## src/rtl/pad_sweep_sequencer.sv

```systemverilog
// pad_sweep_sequencer
//   Exhaustive stimulus/check stage for NPADS pads sharing one tri-state net.
//   On start it steps vec = {ie, oe, to_pad} from 0 to all-ones, drives the
//   pad controls, waits SETTLE_CYCLES, then compares from_pad against the
//   wired-OR resolution of all enabled drivers gated by each pad's ie.
//
//   Optional build macro: PAD_SWEEP_STOP_ON_ERROR_EN
//     defined   : first mismatch ends the sweep; the failing vector stays
//                 driven on the pad controls while in DONE.
//     undefined : every vector is checked; err_count holds the total.
//
// Ports
//   clk             sole clock, all state changes on posedge
//   rst             synchronous active-high reset
//   start           begin sweep, sampled only in IDLE or DONE
//   ie/oe/to_pad    per-pad input enable, output enable, drive value
//   from_pad        per-pad receive value
//   busy            high in APPLY/SETTLE/CHECK
//   done            high in DONE
//   error           sticky mismatch flag since last start
//   err_count       mismatching vectors, saturating at 255
//   first_fail_vec  {ie,oe,to_pad} of the first failing vector
//   first_fail_mask pads that mismatched on the first failing vector
module pad_sweep_sequencer #(
    parameter int NPADS         = 2,
    parameter int SETTLE_CYCLES = 1
) (
    input  logic                   clk,
    input  logic                   rst,
    input  logic                   start,
    output logic [NPADS-1:0]       ie,
    output logic [NPADS-1:0]       oe,
    output logic [NPADS-1:0]       to_pad,
    input  logic [NPADS-1:0]       from_pad,
    output logic                   busy,
    output logic                   done,
    output logic                   error,
    output logic [7:0]             err_count,
    output logic [3*NPADS-1:0]     first_fail_vec,
    output logic [NPADS-1:0]       first_fail_mask
);

    localparam int VW = 3 * NPADS;

    typedef enum logic [2:0] {
        IDLE   = 3'd0,
        APPLY  = 3'd1,
        SETTLE = 3'd2,
        CHECK  = 3'd3,
        DONE   = 3'd4
    } state_t;

    state_t           state_q, state_d;
    logic [VW-1:0]    vec_q;
    logic [3:0]       cnt_q;

    logic [NPADS-1:0] vec_ie, vec_oe, vec_tp;
    logic [NPADS-1:0] exp_pad, mm;
    logic             any_drive, mismatch, vec_last, drive_en;

    assign {vec_ie, vec_oe, vec_tp} = vec_q;

    // Reference resolution: the net is 1 when any pad drives 1, else it
    // floats and resolves to 0; a pad only sees it when its ie is set.
    always_comb begin
        any_drive = |(vec_oe & vec_tp);
        exp_pad   = vec_ie & {NPADS{any_drive}};
        mm        = from_pad ^ exp_pad;
        mismatch  = (state_q == CHECK) && (mm != '0);
        vec_last  = &vec_q;
    end

    // NOTE: every signal assigned in this block gets a default first so that
    // no path through the case leaves it unassigned and infers a latch.
    always_comb begin
        state_d = state_q;
        case (state_q)
            IDLE, DONE: if (start) state_d = APPLY;
            APPLY:      state_d = (SETTLE_CYCLES > 0) ? SETTLE : CHECK;
            SETTLE:     if (cnt_q <= 4'd1) state_d = CHECK;
`ifdef PAD_SWEEP_STOP_ON_ERROR_EN
            CHECK:      state_d = (mismatch || vec_last) ? DONE : APPLY;
`else
            CHECK:      state_d = vec_last ? DONE : APPLY;
`endif
            default:    state_d = IDLE;
        endcase
    end

    always_comb begin
        busy = (state_q == APPLY) || (state_q == SETTLE) || (state_q == CHECK);
        done = (state_q == DONE);
`ifdef PAD_SWEEP_STOP_ON_ERROR_EN
        // The vector that stopped the sweep stays on the pads for inspection.
        drive_en = busy || done;
`else
        drive_en = busy;
`endif
        ie     = drive_en ? vec_ie : '0;
        oe     = drive_en ? vec_oe : '0;
        to_pad = drive_en ? vec_tp : '0;
    end

    // NOTE: state elements use non-blocking assignments so every register
    // samples pre-edge values regardless of block ordering.
    always_ff @(posedge clk) begin
        if (rst) state_q <= IDLE;
        else     state_q <= state_d;
    end

    always_ff @(posedge clk) begin
        if (rst) begin
            vec_q           <= '0;
            cnt_q           <= '0;
            error           <= 1'b0;
            err_count       <= '0;
            first_fail_vec  <= '0;
            first_fail_mask <= '0;
        end else begin
            case (state_q)
                IDLE, DONE: begin
                    if (start) begin
                        vec_q           <= '0;
                        error           <= 1'b0;
                        err_count       <= '0;
                        first_fail_vec  <= '0;
                        first_fail_mask <= '0;
                    end
                end
                APPLY:  cnt_q <= 4'(SETTLE_CYCLES);
                SETTLE: cnt_q <= cnt_q - 4'd1;
                CHECK: begin
                    if (mismatch) begin
                        error <= 1'b1;
                        if (err_count != 8'hFF) err_count <= err_count + 8'd1;
                        // Only the first failure since start is captured.
                        if (!error) begin
                            first_fail_vec  <= vec_q;
                            first_fail_mask <= mm;
                        end
                    end
`ifdef PAD_SWEEP_STOP_ON_ERROR_EN
                    if (!mismatch && !vec_last) vec_q <= vec_q + 1'b1;
`else
                    // All-ones is the final vector; never wrap back to 0.
                    if (!vec_last) vec_q <= vec_q + 1'b1;
`endif
                end
                default: ;
            endcase
        end
    end

endmodule

```

## config.mk

```make
export PLATFORM = sky130hd
export DESIGN_NAME = pad_sweep_sequencer
export DESIGN_NICKNAME = d
export VERILOG_FILES = /design/src/rtl/pad_sweep_sequencer.sv
export SDC_FILE = /design/constraint.sdc
export NUM_CORES = 1
export LEC_CHECK = 0
export BUFFER_PORTS_ARGS = -buffer_cell sky130_fd_sc_hd__buf_2
export CAP_MARGIN = 30
export CORE_MARGIN = 1.5
export CORE_UTILIZATION = 31
export CTS_BUF_LIST = sky130_fd_sc_hd__clkbuf_4 sky130_fd_sc_hd__clkbuf_8 sky130_fd_sc_hd__clkbuf_16
export DETAILED_ROUTE_END_ITERATION = 10
export PLACE_DENSITY_LB_ADDON = 0.1
export SETUP_SLACK_MARGIN = 0.15
export SLEW_MARGIN = 20
export SYNTH_ARGS = -nofsm -noshare
export SYNTH_HDL_FRONTEND = slang
export SYNTH_SLANG_ARGS = --single-unit
```

## constraint.sdc

```tcl
create_clock -name clk -period 2.1 [get_ports clk]
set_clock_uncertainty 0.05 [all_clocks]
set_input_delay 0.105 -clock clk [delete_from_list [all_inputs] [get_ports clk]]
set_output_delay 0.105 -clock clk [all_outputs]
set_load 0.01 [all_outputs]
```

Yosys cells after proc, flatten, opt, wreduce, memory -nomap -nowiden

Cells that the tools add are included.

Flip-flop bits (word level): 30
Input port bits: 5
Word-level logic and storage cells: 65

Add/subtract/negate cells: 3
Magnitude comparators: 1
Equality and inequality tests: 11
Muxes and demuxes: 25
Bitwise gates (word level): 3
Reductions and logical operators: 15

Operators by type and width:

| operator            | number |
|---|---|
| $mux 6              | 4 |
| $mux 8              | 3 |
| $pmux 6 s2          | 2 |
| $pmux 8 s2          | 1 |
| $mux 2              | 6 |
| $pmux 3 s4          | 1 |
| $ne 2x2->1 const B  | 5 |
| $mux 3              | 3 |
| $add 8x1->8 const B | 1 |
| $ne 8x8->1 const B  | 1 |
| $pmux 4 s2          | 1 |
| $reduce_and 4->1    | 2 |
| $add 6x1->6 const B | 1 |
| $eq 3x2->1 const B  | 2 |
| $reduce_and 3->1    | 2 |
| $reduce_and 6->1    | 1 |
| $reduce_bool 2->1   | 3 |
| $and 2x2->2         | 2 |
| $le 4x1->1 const B  | 1 |
| $pmux 2 s2          | 1 |
| $reduce_or 2->1     | 2 |
| $sub 4x1->4 const B | 1 |
| $eq 3x1->1 const B  | 1 |
| $eq 3x3->1 const B  | 1 |
| other kinds (8)     | 10 |

Depth between registers and ports, before layout

Gate-level depths: netlist of run 1.

Word-level depth: 8
Depth in mapped cells: 7
Depth with buffers taken out: 6

Least setup slack after synthesis of run 1

Ideal clock, no wire load.

Kind: reg-to-reg
Start point: reg vec_q[4]
End point: reg first_fail_vec[4]
Arrival time: 1,624 ps
Setup slack: 309 ps
Cell stages (with the launch flop): 7
Buffers on the path: 1
Period minus slack after synthesis: 1,791 ps
Cells stage by stage: dfxtp_1 buf_6 and4bb_1 a31o_1 a22o_4 o31a_4 a22o_2

Word-level cells in the longest chain between the ends: 6

Ends and longest elaborated chain:

| item                       | line | RTL |
|---|---|---|
| start, declared            | 54   | `logic [VW-1:0] vec_q;` |
| start signal, assigned     | 146  | `if (!vec_last) vec_q <= vec_q + 1'b1;` |
| $and 2x2->2                | 67   | `exp_pad = vec_ie & {NPADS{any_drive}};` |
| $xor 2x2->2                | 68   | `mm = from_pad ^ exp_pad;` |
| $reduce_bool 2->1          | 69   | `mismatch = (state_q == CHECK) && (mm != '0);` |
| $logic_and 1x1->1          | 69   |  |
| $ne 2x2->1 (no line)       | --   |  |
| $reduce_and 4->1 (no line) | --   |  |
| end signal, assigned       | 138  | `first_fail_vec <= vec_q;` |
| end, declared              | 39   | `output logic [3*NPADS-1:0] first_fail_vec,` |

Parallel ways exist; a longest one is shown, timed or not. The select of a mux whose other input is x is not followed.
A chain may end at the register's enable or synchronous reset.

Worst setup path after layout of run 1

Start point: reg vec_q[2]
End point: reg first_fail_vec[4]

Word-level cells in the longest chain between the ends: 8

Ends and longest elaborated chain:

| item                       | line | RTL |
|---|---|---|
| $and 2x2->2                | 66   | `any_drive = \|(vec_oe & vec_tp);` |
| $reduce_or 2->1            | 66   |  |
| $and 2x2->2                | 67   |  |
| $xor 2x2->2                | 68   |  |
| $reduce_bool 2->1          | 69   |  |
| $logic_and 1x1->1          | 69   |  |
| $ne 2x2->1 (no line)       | --   |  |
| $reduce_and 4->1 (no line) | --   |  |

Every way passes these cells.

==> results of run 1 <==
[cells in the final DEF (no fill, tap or decap), types with 6 or more instances in the layout]
master and instances:
xnor2_1 8, nor2_1 17, clkbuf_8 6, and2_1 6, nand3_1 10, o21ai_0 7, nand2_1 16, dfxtp_1 28
inv_1 6, buf_4 11, buf_2 29, a22o_1 9
[cell families (layout without fill, tap and decap cells)]
family,after synthesis,in the layout,share of synthesized area
buffers and inverters,13,54,0.0443
xor gates and xnor gates,8,8,0.0443
muxes,4,4,0.0269
AOI/OAI and AO/OA,45,45,0.219
DFF,30,30,0.379
adders and majority gates,4,4,0.0316
and+or+nand+nor,76,76,0.255
[final cells by class]
| cell class | count | area share |
|---|---|---|
| sequential | 30 | 0.301 |
| clock inverter | 2 | 0.0300 |
| timing repair buffer | 40 | 0.114 |
| clock buffer | 6 | 0.0413 |
| multi-input combinational | 137 | 0.460 |
| inverter | 6 | 0.0113 |
| tap | 67 | 0.0419 |
[power breakdown]
group | internal (uW) | switching [uW]
registers | 596 | 30.1
clock network | 506 | 236
logic | 109 | 142
total | 1210 | 408
[worst paths after layout]
check / from / endpoint
hold / removal: start / state_q[0]
hold reg to reg: first_fail_vec[2] / first_fail_vec[2]
setup reg to reg: vec_q[2] / first_fail_vec[4]
setup / recovery: vec_q[2] / first_fail_vec[4]
[tightest hold or removal path: cells and delay by family]
| kind | cells | cell delay, ns |
|---|---|---|
| AO/OA/AOI/OAI | 1 | 0.06 |
| buffers and inverters | 1 | 0.12 |
| AND/OR/NAND/NOR | 1 | 0.08 |
[flip-flops by register name, summed over array words and instances (netlist names)]
signal and flops:
error 1, vec_q 6, first_fail_mask 2, state_q 3, cnt_q 4, first_fail_vec 6
err_count 8
[through the flow]
step	total power, uW	hold slack [ns]	std cells	utilization
5_1_grt	1700	0.0971	288	0.415
4_1_cts	1640	0.0768	288	0.413
3_3_place_gp	882	0.377	280	0.383
2_1_floorplan	814	0.214	180	-
6_report	1620	0.0851	288	0.415
3_5_place_dp	887	0.382	280	0.383
[metal layers]
metal	wire, um	vias up
li1	-	728
met1	1950	675
met2	1580	35
met3	184	7
met4	59	0
met5	0	-
==> summary.md, run 1 <==
| Metric | Value |
|---|---|
| GR Util met2 | `0.207` |
| Peak supply drop | `0.287 mV` |
| # hold bufs at CTS | `0` |
| Slew Limit Fails | `0` |
| Die X | `roughly 74 um` |
| ANT nets after route | `0` |
| DR pass1 iterations | `4` |
| Clk root buf | `clkbuf_8` |
| Die height | `74.5 um` |
| Synth Register Bits | `30` |
| Initial antenna violation count | `0` |
| Sum Neg Setup Slack | `0 ns` |
| R2R setup slack | `around 0.2 ns` |
| Initial Utilization | `0.329` |
| Worst path max stage delay | `0.35 ns` |
| Top-count cell post-synth | `dfxtp_1` |
| Routed vias | `between 1000 and 1500` |
| Ys Warns | `0` |
| # setup viols final | `0` |
| Dominant synthesized flop cell | `dfxtp_1` |
| Met3 Resource Use GR | `0.0474` |
| Final WS setup | `0.202 ns` |
| Post-synth cell types | `45` |
| I/O Buffers | `29` |
| Share of cells above drive strength 1 | `0.276` |
| Vias in the first global route | `1323` |
| Buf/Inv on CP | `0` |
| RSZ-0062 raised after global routing | `false` |
| Final Net Count | `229` |
| Setup CP Type | `reg2reg` |
| CP Depth | `5` |
| H-tree depth | `2` |
| Place WS | `0.187 ns` |
| Initial DRC Count | `71` |
| # DRC | `0` |
| Hpwl dp | `2780 um` |
| Area occupied by multi-input gates | `921 um^2` |
| Critical-path cell list | `a22o_1 -> o21ai_0 -> a22o_4 -> o31a_4 -> a22o_2` |
| CTS buffer count | `5` |
| Layout area overhead | `26.4%` |
| Share of the yosys chip area belonging to registers | `0.379` |
| Synth Instances | `180` |
| Total grt overflow | `0` |
| Fill cells | `just over 500` |
| Synth area leaders | `dfxtp_1, a22o_1, xnor2_1` |
| Ant diodes | `0` |
| DIE AREA | `5540 um^2` |
| Top-area cell type share of the netlist area | `0.379` |
| Tightest Hold Check Type | `in2reg` |
| Rel. slew slack | `0.585` |
| Cell area after synthesis | `1580 um^2` |
| Total GRT Usage | `0.148` |
| Largest net degree at the start of global routing | `18` |
| Crit path max-delay family | `compound AO/OA/AOI/OAI gates` |
| Max Clock Freq | `about 530 MHz` |
| Top-Level Pins | `30` |
| Max Cap Violations | `0` |
| Most common library cells after synthesis | `dfxtp_1, nor2_1, nand2_1` |
| CP endpoint kind | `flop` |
| R2R depth | `5` |
| Max clock buf depth | `2` |
| Syn_nets | `between 150 and 200` |
| DP Area | `1850 um^2` |
| Avg Cell Area, Syn | `8.79 um^2` |
| Post-CTS Setup Inserts | `0` |
| Req. time, crit path | `2.23 ns` |
| Power Dens Cells | `around 810 nW/um^2` |
| Reg area | `a little over 600 um^2` |
| EDFF count, synth | `0` |
| CTS tree | `done` |
| Lkg Pwr | `about 0.00084 uW` |
| CP max stage cell | `dfxtp_1` |
| Synth area leader | `dfxtp_1` |
| Hold depth | `3` |
| Cts repair resizes | `0` |
| Status | `finished clean` |
| Gpl congestion | `0.815` |
| Routed WL | `3770 um` |
| Std-Cell Rows | `25` |
| Clock transition at the registers of the reported paths | `0.07 ns` |
| Clk Latency, worst-skew pair | `0.29 ns` |
| Final instance area | `2000 um^2` |
| Tcrit/Tclk final | `0.904` |
| Avg WL per Cell | `13.1 um` |
| Sink Count | `30` |
| Min Clock Period, post-route | `1.90 ns` |
| Least-Margin Pin Slew | `0.616 ns` |
| Worst Path Arrival | `2.03 ns` |
| Fin. Hold Viols | `0` |
| Ys async rst share | `0` |
| Met1 Use GR | `0.211` |
| Most crowded layer after global routing | `met1` |
| Core footprint | `between 4000 and 5000 um^2` |
| First-pass GRT wire length | `about 6200 um` |
| Via density | `~5.0` |
| Crit-path max FO | `17` |
| Setup crit start kind | `flop` |
No activity file was read; power rests on OpenSTA's default activity.
==> run 2, diff against run 1 <==
PLACE_DENSITY_LB_ADDON = 0.3   (was 0.1)
==> run 2 against run 1 <==
Net effect: clock power decreased by 24%; final area decreased by 2.2%; sequential power about the same; die area unchanged; combinational power decreased by 2%; register-to-register slack improved by 0.07 ns; final cell count unchanged; core utilization decreased by 0.91 points; wire length decreased by 7.8%; power decreased by 11%; non-clock buffer count unchanged; largest cell class unchanged.
==> summary.md, run 2 (same netlist as run 1, synthesis figures left out) <==
| Metric | Value |
|---|---|
| Req. time, crit path | `2.22 ns (about the same)` |
| Tightest Hold Check Type | `in2reg` |
| CTS tree | `done` |
| Clk Latency, worst-skew pair | `0.28 ns (about the same)` |
| Least-Margin Pin Slew | `0.558 ns (-0.0585 ns)` |
| Rel. slew slack | `0.625 (+0.0393)` |
| Critical-path cell list | `and4bb_1 -> a31o_1 -> a22o_4 -> o31a_4 -> a22o_2` |
| Worst path max stage delay | `0.34 ns (about the same)` |
| Setup CP Type | `reg2reg` |
| Initial antenna violation count | `0 (unchanged)` |
| First-pass GRT wire length | `5950 um (-4.5%)` |
| Max FFs per register | `8 (unchanged)` |
| CP max stage cell | `dfxtp_1` |
| Tcrit/Tclk final | `0.871 (-0.0327)` |
| Worst Path Arrival | `1.95 ns (-0.08 ns)` |
| I/O Buffers | `29 (unchanged)` |
| # hold bufs at CTS | `0 (unchanged)` |
| H-tree depth | `2 (unchanged)` |
| Post-CTS Setup Inserts | `0 (unchanged)` |
| Largest net degree at the start of global routing | `18 (unchanged)` |
| Gpl congestion | `0.791 (-2.8%)` |
| Max Clock Freq | `547 MHz (+3.8%)` |
| Initial DRC Count | `44 (-38%)` |
| Top Registers | `err_count: 8 flops, first_fail_vec: 6 flops, vec_q: 6 flops` |
| Vias in the first global route | `1292 (-2.3%)` |
| Total GRT Usage | `0.140 (-0.00814)` |
| Hold depth | `3 (unchanged)` |
| Total grt overflow | `0 (unchanged)` |
| Std-Cell Rows | `25 (unchanged)` |
| Lkg Pwr | `0.000824 uW (-1.7%)` |
| Die X | `74.5 um (unchanged)` |
| R2R setup slack | `0.27 ns (+0.07 ns)` |
| Fin. Hold Viols | `0 (unchanged)` |
| Metal2 WL | `1520 um (-3.7%)` |
| Crit path max-delay family | `compound AO/OA/AOI/OAI gates` |
| # setup viols final | `0 (unchanged)` |
| Max clock buf depth | `2 (unchanged)` |
| Peak supply drop | `0.276 mV (-3.9%)` |
| WHS Endpoint | `state_q[0]` |
| Final Net Count | `229 (unchanged)` |
| Status | `finished clean` |
| Top layer reached by signal wires | `met4` |
| Ant diodes | `0 (unchanged)` |
| Place WS | `0.209 ns (+0.0216 ns)` |
| Die height | `74.5 um (unchanged)` |
| Slew Limit Fails | `0 (unchanged)` |
| DIE AREA | `5540 um^2 (unchanged)` |
| Top-Level Pins | `30 (unchanged)` |
| CTS buffer count | `5 (unchanged)` |
| Crit-path max FO | `17 (unchanged)` |
| Routed WL | `3480 um (-7.8%)` |
| Buf/Inv on CP | `0 (unchanged)` |
| Final WS setup | `0.271 ns (+0.0686 ns)` |
| Setup crit start kind | `flop` |
| RR Endpoint | `first_fail_vec[4]` |
| Met3 Wirelength | `136 um (-26%)` |
| Power Dens Cells | `733 nW/um^2 (-9.4%)` |
| Routed vias | `1400 (-3.1%)` |
| Inst Count DP | `280 (unchanged)` |
| Launching point of the worst reg2reg path | `vec_q[4]` |
| Max Cap Violations | `0 (unchanged)` |
| R2R depth | `5 (unchanged)` |
| Clk root buf | `clkbuf_8` |
| DR pass1 iterations | `4 (unchanged)` |
| Layout area overhead | `23.6%` |
| Hpwl dp | `2570 um (-7.3%)` |
| Final non-filler cell total | `288 (unchanged)` |
| Avg WL per Cell | `12.1 um (-7.8%)` |
| M1 WL | `1770 um (-8.9%)` |
| Via density | `4.86 (-3.1%)` |
| Initial Utilization | `0.329 (unchanged)` |
| Power Total | `1430 uW (-11%)` |
| Largest Register | `err_count` |
| CP endpoint kind | `flop` |
| Min-delay src | `start` |
| Share of cells above drive strength 1 | `0.262 (-0.0136)` |
| Core footprint | `4820 um^2 (unchanged)` |
| Min Clock Period, post-route | `1.83 ns (-0.0686 ns)` |
| Clock transition at the registers of the reported paths | `0.07 ns (about the same)` |
| Fill cells | `509 (-0.20%)` |
| Cts repair resizes | `0 (unchanged)` |
| Sum Neg Setup Slack | `0 ns (unchanged)` |
| RSZ-0062 raised after global routing | `false` |
| Sink Count | `30 (unchanged)` |
| # DRC | `0 (unchanged)` |
| ANT nets after route | `0 (unchanged)` |
| Most frequent cells in the layout | `dfxtp_1, buf_2, nor2_1` |
## run 2: changes by cell type in the layout (fill, tap and decap cells not counted), sizes merged
| cell | delta |
|---|---|
| bufinv | -1 |
| clkbuf | -1 |
| clkinv | +2 |
## run 2: how the worst max path moves through the flow
stage	depth (start not counted)	from	slack, ns	end
global placement	5	vec_q[0]	0.29	first_fail_vec[4]
CTS	5	vec_q[0]	0.19	first_fail_vec[4]
global route	5	vec_q[0]	0.16	first_fail_vec[4]
floorplan	6	vec_q[4]	0.31	first_fail_vec[4]
finish	5	vec_q[4]	0.27	first_fail_vec[4]
detailed placement	5	vec_q[0]	0.21	first_fail_vec[4]
## run 2: layout make-up
cell class	count	area, um^2	share of cell area
multi-input cells	137	912	0.466
flip-flops and latches	30	602	0.308
repair buffers	40	228	0.116
well taps	67	83.8	0.0428
clock buffers	5	68.8	0.0352
clock inverters	3	40.0	0.0205
inverters	6	22.5	0.0115
## run 2: power by group
group | leakage (uW) | total [uW] | internal (uW) | switching, uW
Clock | 0.0000579 | 565 | 349 | 217
Sequential | 0.000243 | 625 | 596 | 28.9
Combinational | 0.000523 | 244 | 106 | 138
Total | 0.000824 | 1430 | 1050 | 384
## run 2: worst reg2reg max path, delay by kind of cell (launching register included)
family / cells / cell delay (ns)
AND/OR/NAND/NOR: 1 / 0.21
flip-flops: 1 / 0.34
AO/OA/AOI/OAI: 4 / 1.12
## run 2: metal layers
layer,GRT usage,vias to the layer above
met5,0,-
met4,0.0586,0
li1,-,726
met3,0.0325,5
met1,0.189,638
met2,0.214,31
## run 2: through the flow
| stage | util | hold WS [ns] | cell area (um^2) |
|---|---|---|---|
| final | 0.406 | 0.0790 | 1960 |
| after global routing | 0.406 | 0.0923 | 1960 |
| after CTS | 0.406 | 0.0738 | 1960 |
| after detailed placement | 0.383 | 0.372 | 1850 |
| after global placement | 0.383 | 0.384 | 1850 |
| after floorplan | - | 0.214 | 1580 |
==> run 3, diff against run 2 <==
--- a/config.mk
+++ b/config.mk
@@ -13,3 +13,3 @@
 export DETAILED_ROUTE_END_ITERATION = 10
-export PLACE_DENSITY_LB_ADDON = 0.3
+export PLACE_DENSITY = 0.46
 export SETUP_SLACK_MARGIN = 0.15
--- a/constraint.sdc
+++ b/constraint.sdc
@@ -4,2 +4,2 @@
 set_output_delay 0.105 -clock clk [all_outputs]
-set_load 0.01 [all_outputs]
+set_load 0.02 [all_outputs]
==> run 3 against run 2 <==
Net effect: clock power fell by 10%; critical endpoint unchanged; sequential share of layout area up 0.18 points; hold slack gained 0.013 ns; maximum frequency down 2.0%; largest power group unchanged; final cell count stayed put.
==> summary.md, run 3 (same netlist as run 1, synthesis figures left out) <==
| Metric | Value |
|---|---|
| Status | `finished clean` |
| Internal | `982 uW (-6.5%)` |
| Max FFs per register | `8 (unchanged)` |
| Worst Path Arrival | `1.98 ns (+0.03 ns)` |
| Largest Register | `err_count` |
| Routed WL | `3800 um (+9.3%)` |
| Critical-path cell list | `and4bb_1 -> a31o_1 -> a22o_4 -> o31a_4 -> a22o_2` |
| RSZ-0062 raised after global routing | `false` |
| Setup CP Type | `reg2reg` |
| Top-Level Pins | `30 (unchanged)` |
| CP Depth | `5 (unchanged)` |
| Met1 Use GR | `0.211 (+0.0226)` |
| CTS buffer count | `5 (unchanged)` |
| Post-CTS Setup Inserts | `0 (unchanged)` |
| R2R setup slack | `0.23 ns (-0.04 ns)` |
| Peak supply drop | `0.324 mV (+18%)` |
| Final hold slack | `0.0921 ns (+0.0131 ns)` |
| Sum Neg Setup Slack | `0 ns (unchanged)` |
| Final Net Count | `229 (unchanged)` |
| Initial antenna violation count | `0 (unchanged)` |
| Final non-filler cell total | `288 (unchanged)` |
| Total grt overflow | `0 (unchanged)` |
| Die height | `74.5 um (unchanged)` |
| Total GRT Usage | `0.151 (+0.0110)` |
| CTS tree | `done` |
| Tcrit/Tclk final | `0.888 (+0.0174)` |
| Std-Cell Rows | `25 (unchanged)` |
| Max Cap Violations | `0 (unchanged)` |
| Via density | `5.07 (+4.3%)` |
| WHS Endpoint | `state_q[2]` |
| # hold bufs at CTS | `0 (unchanged)` |
| First-pass GRT wire length | `6390 um (+7.3%)` |
| Vias in the first global route | `1393 (+7.8%)` |
| # DRC | `0 (unchanged)` |
| H-tree depth | `2 (unchanged)` |
| Switching Share | `0.294 (+0.0268)` |
| Hold depth | `2 (-1)` |
| Area occupied by multi-input gates | `915 um^2 (+0.27%)` |
| Setup crit start kind | `flop` |
| Sink Count | `30 (unchanged)` |
| Power Dens Cells | `715 nW/um^2 (-2.4%)` |
| Routed vias | `1460 (+4.3%)` |
| Clock Power Share | `0.364 (-0.030)` |
| RR Endpoint | `first_fail_vec[4]` |
| Initial Utilization | `0.329 (unchanged)` |
| Top Registers | `err_count: 8 flops, first_fail_vec: 6 flops, vec_q: 6 flops` |
| Buf/Inv on CP | `0 (unchanged)` |
| Fill cells | `518 (+1.8%)` |
| Launching point of the worst reg2reg path | `vec_q[4]` |
| # setup viols final | `0 (unchanged)` |
| Inst Count DP | `280 (unchanged)` |
| Max clock buf depth | `2 (unchanged)` |
| Finished Core Util | `0.404 (-0.00234)` |
| Layout area overhead | `22.9%` |
| Comb power frac | `0.188 (+0.018)` |
| Share of cells above drive strength 1 | `0.267 (+0.00452)` |
| Most frequent cells in the layout | `dfxtp_1, buf_2, nor2_1` |
| CP endpoint kind | `flop` |
| Die X | `74.5 um (unchanged)` |
| Clk root buf | `clkbuf_8` |
| Most crowded layer after global routing | `met2` |
| CP max stage cell | `dfxtp_2` |
| Max Clock Freq | `536 MHz (-2.0%)` |
| DR pass1 iterations | `4 (unchanged)` |
| Largest net degree at the start of global routing | `18 (unchanged)` |
| Beginning of the critical path | `vec_q[4]` |
| Min-delay src | `rst` |
| ANT nets after route | `0 (unchanged)` |
| Ant diodes | `0 (unchanged)` |
| Rel. slew slack | `0.609 (-0.0161)` |
| Lkg Pwr | `0.000819 uW (-0.70%)` |
| Reg area | `602 um^2 (unchanged)` |
| Avg WL per Cell | `13.2 um (+9.3%)` |
| Slew Limit Fails | `0 (unchanged)` |
| Clk Latency, worst-skew pair | `0.28 ns (about the same)` |
| Crit-path max FO | `17 (unchanged)` |
| Tightest Hold Check Type | `in2reg` |
| Gpl congestion | `0.814 (+2.9%)` |
| Power Total | `1390 uW (-3.0%)` |
| I/O Buffers | `29 (unchanged)` |
| R2R depth | `5 (unchanged)` |
| Sequential share of power | `0.448 (+0.012)` |
| DIE AREA | `5540 um^2 (unchanged)` |
| Min Clock Period, post-route | `1.87 ns (+0.0366 ns)` |
| GR Util met2 | `0.227 (+0.0129)` |
| Sw power | `409 uW (+6.7%)` |
| Worst path max stage delay | `0.37 ns (+0.03 ns)` |
| Core footprint | `4820 um^2 (unchanged)` |
| Hpwl dp | `2790 um (+8.5%)` |
| Initial DRC Count | `99 (+130%)` |
| Met3 Resource Use GR | `0.0407 (+0.00813)` |
| Fin. Hold Viols | `0 (unchanged)` |
| Req. time, crit path | `2.22 ns (about the same)` |
| Least-Margin Pin Slew | `0.582 ns (+0.0240 ns)` |
| Crit path max-delay family | `compound AO/OA/AOI/OAI gates` |
| Clock transition at the registers of the reported paths | `0.07 ns (about the same)` |
==> run 3: changes by cell type in the layout (fill, tap and decap cells not counted) <==
cell       delta
nor2_2        +1
clkinv_2      -1
bufinv_16     -1
clkbuf_8      +1
nor2_1        -1
clkbuf_4      +1
==> run 3: how the worst max path moves through the flow <==
stage	end
after floorplan	first_fail_vec[4]
after global placement	first_fail_vec[4]
after detailed placement	first_fail_vec[4]
after CTS	first_fail_vec[4]
after global routing	err_count[0]
final	first_fail_vec[4]
==> run 3: through the flow <==
stage | worst slack, ns | area [um^2]
after floorplan | 0.309 | 1580
after global placement | 0.244 | 1850
after detailed placement | 0.199 | 1850
after CTS | 0.158 | 1940
after global routing | 0.152 | 1950
final | 0.234 | 1950
==> run 3: timing repair <==
| action | in CTS | in global routing |
|---|---|---|
| setup endpoints to repair | 0 | 14 |
| endpoints found under the hold margin | 0 | 0 |
| resized for setup | 0 | 2 |
==> run 3: layout make-up <==
cell class	instances	area share
inverter	6	0.0116
multi-input combinational	137	0.470
sequential	30	0.309
clock buffer	7	0.0463
clock inverter	1	0.00257
tap	67	0.0431
timing repair buffer	40	0.117
==> run 3: routing by layer <==
metal  wire length (um)  share of wire
met5                  0              0
met4                 35         0.0092
met3                139          0.037
met2               1660           0.44
met1               1960           0.52
==> run 3: power by group through the flow <==
stage / combinational, uW / clock (uW) / sequential (uW)
after floorplan: 190 / 0 / 633
after global placement: 256 / 0 / 635
after detailed placement: 260 / 0 / 637
after CTS: 261 / 523 / 623
after global routing: 296 / 546 / 628
final: 262 / 506 / 624
